<file path="config.mk">
export PLATFORM = sky130hd
export DESIGN_NAME = uart_tx_arbiter
export DESIGN_NICKNAME = d
export VERILOG_FILES = /design/src/rtl/uart_pkg.sv /design/src/rtl/rr_priority_picker.sv /design/src/rtl/uart_tx_arbiter.sv
export SDC_FILE = /design/constraint.sdc
export NUM_CORES = 1
export LEC_CHECK = 0
export ABC_CLOCK_PERIOD_IN_PS = 2600
export CAP_MARGIN = 20
export CORE_ASPECT_RATIO = 1.2
export CORE_MARGIN = 2
export CORE_UTILIZATION = 38
export CTS_CLUSTER_DIAMETER = 100
export CTS_CLUSTER_SIZE = 30
export DETAILED_ROUTE_END_ITERATION = 12
export PLACE_DENSITY = 0.77
export SETUP_SLACK_MARGIN = 0.2
export SLEW_MARGIN = 40
export SYNTH_ARGS = -nofsm -noshare
export SYNTH_HDL_FRONTEND = slang
export SYNTH_SLANG_ARGS = --single-unit
</file>
<file path="constraint.sdc">
create_clock -name clk -period 2.6 [get_ports clk]
set_input_delay 0.52 -clock clk [delete_from_list [all_inputs] [get_ports clk]]
set_output_delay 0.52 -clock clk [all_outputs]
set_load 0.02 [all_outputs]
</file>
<file path="src/rtl/uart_pkg.sv">
// uart_pkg: definitions shared by the UART transmitter, receiver and the
// transmit arbiter.
//   arb_state_t    - arbiter state encoding (IDLE / START / WAIT)
//   D_BIT_DEFAULT  - default number of data bits per frame
//   SB_TICK        - s_tick count for one stop bit
//   ptr_width()    - width of a round-robin pointer over n requesters
package uart_pkg;

    typedef enum logic [1:0] {
        ST_IDLE  = 2'd0,
        ST_START = 2'd1,
        ST_WAIT  = 2'd2
    } arb_state_t;

    localparam int unsigned D_BIT_DEFAULT = 8;
    localparam int unsigned SB_TICK       = 16;

    // A pointer is always at least one bit wide, even for a single requester.
    function automatic int unsigned ptr_width(input int unsigned n);
        return (n > 1) ? $clog2(n) : 1;
    endfunction

endpackage

</file>
<file path="src/rtl/rr_priority_picker.sv">
// rr_priority_picker: combinational round-robin pick.
// Scans req_i upward from index ptr_i, wrapping modulo N, and returns the
// first set bit as a one-hot vector.
//   req_i  [N]  - request vector
//   ptr_i  [PW] - index where the scan starts (< N)
//   pick_o [N]  - one-hot winner, zero when no request
//   any_o       - at least one request present
module rr_priority_picker #(
    parameter int unsigned N  = 4,
    parameter int unsigned PW = 2
) (
    input  logic [N-1:0]  req_i,
    input  logic [PW-1:0] ptr_i,
    output logic [N-1:0]  pick_o,
    output logic          any_o
);

    always_comb begin
        logic        found;
        int unsigned idx;
        pick_o = '0;
        found  = 1'b0;
        idx    = 0;
        for (int unsigned k = 0; k < N; k++) begin
            idx = (int'(ptr_i) + k) % N;
            if (!found && req_i[idx]) begin
                pick_o[idx] = 1'b1;
                found       = 1'b1;
            end
        end
    end

    assign any_o = |req_i;

endmodule

</file>
<file path="src/rtl/uart_tx_arbiter.sv">
// uart_tx_arbiter: round-robin arbiter sharing one UART transmitter among
// N_REQ byte producers.
//   clk, rst           - clock, asynchronous active-high reset
//   req_valid/req_data - per-requester byte handshake (data slice i*D_BIT)
//   req_last           - last byte of a packet (lock feature only)
//   req_ready          - one-hot, one-cycle consume pulse
//   grant              - one-hot owner of the current transfer, 0 when idle
//   busy               - transfer in progress
//   tx_start, tx_din   - launch pulse and byte to the transmitter
//   tx_done_tick       - transmitter finished the stop bit
// Optional feature: define UART_ARB_LOCK_EN to keep the grant on one
// requester until it sends a byte flagged req_last.
module uart_tx_arbiter
    import uart_pkg::*;
#(
    parameter int unsigned N_REQ = 4,
    parameter int unsigned D_BIT = D_BIT_DEFAULT
) (
    input  logic                   clk,
    input  logic                   rst,
    input  logic [N_REQ-1:0]       req_valid,
    input  logic [N_REQ*D_BIT-1:0] req_data,
    input  logic [N_REQ-1:0]       req_last,
    output logic [N_REQ-1:0]       req_ready,
    output logic [N_REQ-1:0]       grant,
    output logic                   busy,
    output logic                   tx_start,
    output logic [D_BIT-1:0]       tx_din,
    input  logic                   tx_done_tick
);

    localparam int unsigned PW = ptr_width(N_REQ);

    arb_state_t        state_q, state_d;
    logic [PW-1:0]     rr_ptr_q, rr_ptr_d;
    logic [N_REQ-1:0]  grant_q, grant_d;
    logic [D_BIT-1:0]  tx_din_q, tx_din_d;

    logic [N_REQ-1:0]  pick_req;
    logic [PW-1:0]     pick_ptr;
    logic [N_REQ-1:0]  pick;
    logic              pick_any;
    logic [D_BIT-1:0]  sel_din;
    logic              sel_last;
    logic [PW-1:0]     grant_idx;
    logic [PW-1:0]     next_ptr;

`ifdef UART_ARB_LOCK_EN
    logic              lock_vld_q, lock_vld_d;
    logic [PW-1:0]     lock_idx_q, lock_idx_d;
    logic              last_q, last_d;
    logic [N_REQ-1:0]  lock_mask;

    // While locked, only the owner is visible and the scan starts on it.
    always_comb begin
        lock_mask = '0;
        for (int unsigned i = 0; i < N_REQ; i++) begin
            lock_mask[i] = (PW'(i) == lock_idx_q);
        end
    end

    assign pick_req = lock_vld_q ? (req_valid & lock_mask) : req_valid;
    assign pick_ptr = lock_vld_q ? lock_idx_q : rr_ptr_q;
`else
    logic unused_last;
    assign unused_last = ^req_last;
    assign pick_req    = req_valid;
    assign pick_ptr    = rr_ptr_q;
`endif

    rr_priority_picker #(
        .N  (N_REQ),
        .PW (PW)
    ) u_picker (
        .req_i  (pick_req),
        .ptr_i  (pick_ptr),
        .pick_o (pick),
        .any_o  (pick_any)
    );

    always_comb begin
        sel_din   = '0;
        sel_last  = 1'b0;
        grant_idx = '0;
        for (int unsigned i = 0; i < N_REQ; i++) begin
            if (pick[i]) begin
                sel_din  = req_data[i*D_BIT +: D_BIT];
                sel_last = req_last[i];
            end
            if (grant_q[i]) begin
                grant_idx = PW'(i);
            end
        end
        next_ptr = (grant_idx == PW'(N_REQ - 1)) ? '0 : grant_idx + PW'(1);
    end

    always_comb begin
        state_d  = state_q;
        rr_ptr_d = rr_ptr_q;
        grant_d  = grant_q;
        tx_din_d = tx_din_q;
`ifdef UART_ARB_LOCK_EN
        lock_vld_d = lock_vld_q;
        lock_idx_d = lock_idx_q;
        last_d     = last_q;
`endif
        unique case (state_q)
            ST_IDLE: begin
                if (pick_any) begin
                    state_d  = ST_START;
                    grant_d  = pick;
                    tx_din_d = sel_din;
`ifdef UART_ARB_LOCK_EN
                    last_d   = sel_last;
`endif
                end
            end
            ST_START: begin
                state_d = ST_WAIT;
            end
            ST_WAIT: begin
                if (tx_done_tick) begin
                    state_d = ST_IDLE;
                    grant_d = '0;
`ifdef UART_ARB_LOCK_EN
                    // Mid-packet: hold the owner and freeze the pointer.
                    if (!last_q) begin
                        lock_vld_d = 1'b1;
                        lock_idx_d = grant_idx;
                    end else begin
                        lock_vld_d = 1'b0;
                        rr_ptr_d   = next_ptr;
                    end
`else
                    rr_ptr_d = next_ptr;
`endif
                end
            end
            default: state_d = ST_IDLE;
        endcase
    end

    always_ff @(posedge clk or posedge rst) begin
        if (rst) begin
            state_q  <= ST_IDLE;
            rr_ptr_q <= '0;
            grant_q  <= '0;
            tx_din_q <= '0;
`ifdef UART_ARB_LOCK_EN
            lock_vld_q <= 1'b0;
            lock_idx_q <= '0;
            last_q     <= 1'b0;
`endif
        end else begin
            state_q  <= state_d;
            rr_ptr_q <= rr_ptr_d;
            grant_q  <= grant_d;
            tx_din_q <= tx_din_d;
`ifdef UART_ARB_LOCK_EN
            lock_vld_q <= lock_vld_d;
            lock_idx_q <= lock_idx_d;
            last_q     <= last_d;
`endif
        end
    end

    // Outputs decode registers only; nothing combinational from the inputs.
    assign busy      = (state_q != ST_IDLE);
    assign tx_start  = (state_q == ST_START);
    assign req_ready = (state_q == ST_START) ? grant_q : '0;
    assign grant     = grant_q;
    assign tx_din    = tx_din_q;

endmodule

</file>
==> results of run 1 <==
-- registers in the layout, indices dropped and copies added (netlist names) --
name / count
grant: 4
pick_ptr: 2
state_q: 2
tx_din: 8
-- cell type report --
type,count,area (sq um),area share [%]
repair buffers,76,709.4,31.33
inverters,16,60.06,2.652
well taps,37,46.29,2.044
clock buffers,4,55.05,2.431
multi-input cells,119,992.2,43.81
flip-flops and latches,16,401.6,17.73
-- metrics by stage --
| step | util, % | power [mW] | instance area [sq um] |
|---|---|---|---|
| 6_report | 66.69 | 2.955 | 2265 |
| 5_1_grt | 66.69 | 3.142 | 2265 |
| 4_1_cts | 65.73 | 2.878 | 2232 |
| 3_5_place_dp | 60.80 | 2.399 | 2064 |
| 3_3_place_gp | 60.80 | 2.332 | 2064 |
| 2_1_floorplan | - | 1.720 | 1383 |
-- report_power, final --
| part | switching (mW) | total (mW) | leakage (nW) | internal (mW) |
|---|---|---|---|---|
| clock | 0.0909 | 0.226 | 0.0288 | 0.135 |
| sequential | 0.0936 | 0.465 | 0.203 | 0.371 |
| combinational | 1.19 | 2.26 | 0.708 | 1.07 |
| total | 1.38 | 2.95 | 0.940 | 1.58 |
-- cell usage in the layout (no fill, tap or decap), types with 2 or more instances in the layout --
master           count
a221o_2              3
a221oi_2             3
a311oi_2             7
a31oi_1              6
a31oi_2              2
and2_1               4
and3b_1              2
buf_4               19
clkbuf_8             4
clkdlybuf4s50_1     52
dfrtp_1             15
dlygate4sd2_1        4
ha_1                 6
inv_1               13
inv_2                2
mux2i_1              5
nand2_1             16
nand3_1             12
nor2_1               5
nor2b_1              3
nor3b_1              3
o211ai_1            17
o21ai_0              4
o31ai_1              2
or2_2                2
-- synthesized netlist by cell type, types with 2 or more instances --
master and number:
ha_1 7, a221o_1 3, inv_1 15, a221oi_2 2, mux2i_1 5, a31oi_1 8
nor2b_1 3, clkbuf_1 2, and3b_1 2, o211ai_1 17, nor2_1 5, o31ai_1 2
nand2_1 16, a311oi_1 8, buf_4 2, o21ai_0 4, and2_1 5, buf_6 2
or2_2 2, nand3_1 12, nor3b_1 3, dfrtp_1 16
-- cell families after synthesis --
group / Yosys count / synth area share [%]
simple gates: 51 / 19.43
compound gates: 50 / 29.06
buf+inv: 23 / 7.973
flops: 16 / 29.33
mux: 8 / 7.791
fa+ha+maj: 7 / 6.416
-- what timing repair did --
action / CTS / global route
pin swaps: 2 / 4
gates resized for setup: 21 / 3
buffers inserted: 0 / 3
gates cloned: 3 / 0
hold endpoints to repair: 0 / 0
endpoints found under the setup margin: 12 / 8
-- worst reg2reg max path: cells and delay by family (launching register included) --
| kind | cells | cell delay (ns) |
|---|---|---|
| AO/OA/AOI/OAI | 3 | 0.85 |
| adder cells (fa/ha/maj) | 1 | 0.29 |
| buffers and inverters | 1 | 0.08 |
| flip-flops | 1 | 0.43 |
| multiplexers | 2 | 0.50 |
| AND/OR/NAND/NOR | 1 | 0.11 |
-- worst paths after layout --
| kind | end | slack [ns] | cells past startpoint | startpoint |
|---|---|---|---|---|
| setup / recovery | tx_din[3] | 0.21 | 8 | pick_ptr[0] |
| hold / removal | tx_din[5] | 0.52 | 2 | tx_din[5] |
| setup reg to reg | tx_din[3] | 0.21 | 8 | pick_ptr[0] |
| hold reg to reg | tx_din[5] | 0.52 | 2 | tx_din[5] |
| max in group asynchronous | pick_ptr[0] | 1.54 | 2 | rst |
| min in group asynchronous | state_q[0] | 0.64 | 2 | rst |
-- layer usage --
| layer | up-vias | routed length (um) |
|---|---|---|
| met4 | 0 | 143 |
| met3 | 14 | 191 |
| met2 | 60 | 2201 |
| met5 | - | 0 |
| li1 | 746 | - |
| met1 | 728 | 1827 |
==> results.cfg, run 1 <==
[synth]
synth-async-reset-ratio_pct = 100.0
yosys_warnings = 0
synth_area_leader_cell = dfrtp_1
synthFlopType = dfrtp_1
syn_inst = 155
synth_edf_count = 0
yosysUniqueCellTypes = 36
avgSynthCellArea_sq_um = 8.807
synthesis.area_sq_mm = 0.001365
synthTopCellsByArea = dfrtp_1 (29%), o211ai_1 (9.3%), ha_1 (6.4%), a311oi_1 (5.1%), nand3_1 (4.4%)
ys_seq_elements = 16
synth_nets = 205
netlist.area_leader.share_pct = 29.33
ys_seq_area_share_pct = 29.33

[worst_setup_path]
start_kind = flop
cpMaxStageDelayCell = dfrtp_2
critPathMaxStageDelay_ns = 0.43
critical-path-top-delay-family = compound AO/OA/AOI/OAI gates
worst-endpoint-arrival_ns = 2.52
end_kind = flop
worstSetupPathType = reg -> reg
path_cells = inv_2 -> ha_4 -> mux4_2 -> nand2_1 -> mux2i_1 -> a221o_2 -> a311oi_2 -> o211ai_1
cp_num_buf_inv = 1
critPathMaxFanout = 6
required_ns = 2.73

[clock_network]
postCtsHoldBufs = 0
cts_tree = yes
clock_path_buffers = 2
cts.clk_slew.worst_paths_ns = 0.06
clock_latency_ns = 0.26
h-tree-depth = 1
cts.sinks = 16
cts-root-buf = clkbuf_8
numCtsBuffers = 3

[routing]
num_vias = 1548
drt_iter0_drc = 86
drc = 2
drt_pre_antenna_iters = 8
routedWlPerCell_um = 16.28
viasPerCell = 5.776
routed_wl_um = 4363
postRouteAntennaNets = 0

[grt]
met2_usage_pct = 37.45
grt_max_degree = 19
grt_util_all_layers_pct = 22.58
antenna_found_initial = 0
grt_use_met3_pct = 2.985
grt_overflow = 0
grt_pass1_wl_um = 7279
grt_pass1_vias = 1571
busiest_layer = met2
met1_usage_pct = 28.37

[hold_path]
worst_hold_path_type = reg -> reg

[timing]
period_minus_slack_ns = 2.387
worst_pin_slew_ns = 0.6025
fin_crit_sh_pct = 91.80
hold_viol_final = 0
max-slew-margin-rel_pct = 59.79
finalWorstSetupSlack_ns = 0.2132
finClkSkew_ns = 0.002926
maxSlewViolCount = 0
setup-tns-final_ns = 0
rsz0062_at_grt = yes
setup_viol = 0
fmax_mhz = 419.0
hold_ws_ns = 0.5233

[floorplanning]
dieArea_sq_mm = 0.004090
rows = 23
io_pins = 61
initial_core_util_pct = 40.20
die_x_um = 58.72
die_h_um = 69.66
core_sq_mm = 0.003396

[layout]
fin_nets = 282
antenna_cells = 0
area_delta_synth_final_pct = 65.90
fill_cells = 285
finalNonFillerCells = 268
drive_gt1_share_pct = 23.81

[flow_run]
cap_violations = 0

[place]
portBuffers = 56
post-place-cells = 258
dp_slack_ns = -0.3094
dpl.hpwl_um = 3126
gp_congestion = 0.8210

[pwr]
vdd_drop_max_mv = 0.5937
pwr_density_cell_mw_per_mm2 = 1305
leakage_nw = 0.9397

[run_status]
violations = DRC
status = complete, but fails checks
No activity file was read; power rests on OpenSTA's default activity.
==> inputs of run 2 (changes only) <==
Settings changed: MAX_ROUTING_LAYER set to met4, SKIP_LAST_GASP set to 1.
==> run 2 against run 1 <==
Against the previous run: the run still ends with DRC left; combinational power is essentially flat; clock-buffer cell count is the same; core utilization down 0.41 points; worst setup slack worse by 0.0042 ns; via count grew 0.32%; maximum frequency decreased by 0.18%; non-clock buffer count is 1 lower; critical path type unchanged.
==> results.cfg, run 2 (synthesis gave the netlist of run 1 again) <==
[run_status]
status = complete, but fails checks
violations = DRC

[worst_setup_path]
required_ns = 2.73
cp_num_buf_inv = 1
cpMaxStageDelayCell = dfrtp_2
start_kind = flop
end_kind = flop
r2r-end = tx_din[3]
rr_worst_depth = 7
critical-path-top-delay-family = compound AO/OA/AOI/OAI gates
path_cells = inv_2 -> ha_4 -> mux4_2 -> a2111o_1 -> and3_4 -> a311oi_2 -> o211ai_1
ff2ff_setup_slack_ns = 0.21
reg2reg_from = pick_ptr[0]
worst-endpoint-arrival_ns = 2.52
worstSetupPathType = reg -> reg
critPathMaxStageDelay_ns = 0.44
critPathMaxFanout = 6

[layout]
final-seq-area_sq_um = 401.6
multi_input_area_sq_um = 985.9
largest_register_ffs = 8
drive_gt1_share_pct = 23.04
antenna_cells = 0
design_area_sq_mm = 0.002251
fin_nets = 281
fill_cells = 288
layout_commonest_cell = clkdlybuf4s50_1
area_delta_synth_final_pct = 64.89
final_cell_mix = clkdlybuf4s50_1 (52), buf_4 (18), o211ai_1 (17)

[floorplanning]
rows = 23
die_h_um = 69.66
core_sq_mm = 0.003396
dieArea_sq_mm = 0.004090
io_pins = 61
initial_core_util_pct = 40.20
die_x_um = 58.72

[routing]
postRouteAntennaNets = 0
drt_iter0_drc = 73
num_vias = 1553
routed_wl_um = 4357
drt_pre_antenna_iters = 8
viasPerCell = 5.816
drc = 2
routedWlPerCell_um = 16.32

[grt]
grt_max_degree = 19
antenna_found_initial = 0
grt_util_all_layers_pct = 23.15
grt_pass1_vias = 1576
grt_pass1_wl_um = 7265
grt_overflow = 0

[place]
dp_slack_ns = -0.3094
gp_congestion = 0.8332
portBuffers = 56
place_area_sq_mm = 0.002064
dpl.hpwl_um = 3126

[hold_path]
min_path_cells = 2
worst_hold_path_type = reg -> reg
holdPathEnd = tx_din[5]
worst_hold_startpoint = tx_din[5]

[timing]
period_minus_slack_ns = 2.391
fin_crit_sh_pct = 91.96
finalWorstSetupSlack_ns = 0.2090
maxSlewViolCount = 0
worst_pin_slew_ns = 0.6096
fmax_mhz = 418.2
rsz0062_at_grt = yes
setup_viol = 0
finClkSkew_ns = 0.003566
hold_viol_final = 0
max-slew-margin-rel_pct = 59.32

[clock_network]
cts-root-buf = clkbuf_8
postCtsHoldBufs = 0
h-tree-depth = 1
clock_latency_ns = 0.26
cts.sinks = 16
cts_tree = yes
numCtsBuffers = 3
cts.clk_slew.worst_paths_ns = 0.07
clock_path_buffers = 2

[pwr]
pwr_density_cell_mw_per_mm2 = 1299
vdd_drop_max_mv = 0.5703
fin_total_pwr_mw = 2.924
leakage_nw = 0.9339

[flow_run]
cap_violations = 0
==> run 2: cell types whose count changed in the layout (fill, tap and decap cells not counted) <==
cell / delta
buf_4: -1
a311oi_1: +1
a311oi_2: -1
==> run 2: timing repair <==
item	4_1_cts	5_1_grt
pin swaps	2	3
cloned	3	0
buffers inserted	0	2
endpoints found under the setup margin	12	8
gates resized for setup	21	2
==> run 2: report_power, final <==
part | internal, mW | switching, mW | leakage, nW | total (mW)
logic | 1.05 | 1.18 | 0.703 | 2.23
clock network | 0.135 | 0.0908 | 0.0288 | 0.225
registers | 0.371 | 0.0953 | 0.203 | 0.466
total | 1.56 | 1.37 | 0.934 | 2.92
==> run 2: how the worst max path moves through the flow <==
stage	startpoint	depth (start not counted)	endpoint	slack (ns)
floorplan	pick_ptr[0]	10	tx_din[0]	0.16
CTS	pick_ptr[0]	7	tx_din[3]	0.21
finish	pick_ptr[0]	7	tx_din[3]	0.21
global route	pick_ptr[0]	7	tx_din[3]	0.17
detailed placement	req_valid[3]	7	tx_din[2]	-0.31
global placement	req_valid[1]	7	tx_din[5]	-0.20
==> run 2: layer usage <==
layer  part of all wire (%)  track usage [%]  vias up
met2                     51            37.45       63
met5                      0                -        -
met4                    3.1            10.35        0
met3                    5.2            2.985       12
li1                       -                -      745
met1                     41            28.26      733
==> run 2: final cells by class <==
cell class                 instances  area share, %
multi-input combinational        119          43.80
timing repair buffer              75          31.18
sequential                        16          17.84
inverter                          16          2.668
clock buffer                       4          2.446
tap                               37          2.057
==> run 2: tightest hold or removal path: cells and delay by family, from the launching register on <==
kind               cells  cell delay [ns]
AOI/OAI and AO/OA      1             0.08
DFF                    1             0.35
and+or+nand+nor        1             0.05
==> run 2: stage by stage <==
step / hold slack, ns / std cells / setup TNS (ns) / util (%)
after floorplan: 0.4337 / 155 / 0 / -
after global placement: 0.4962 / 258 / -1.618 / 60.80
after detailed placement: 0.5150 / 258 / -2.884 / 60.80
after CTS: 0.5289 / 265 / 0 / 65.73
after global routing: 0.5491 / 267 / 0 / 66.29
final: 0.5233 / 267 / 0 / 66.29
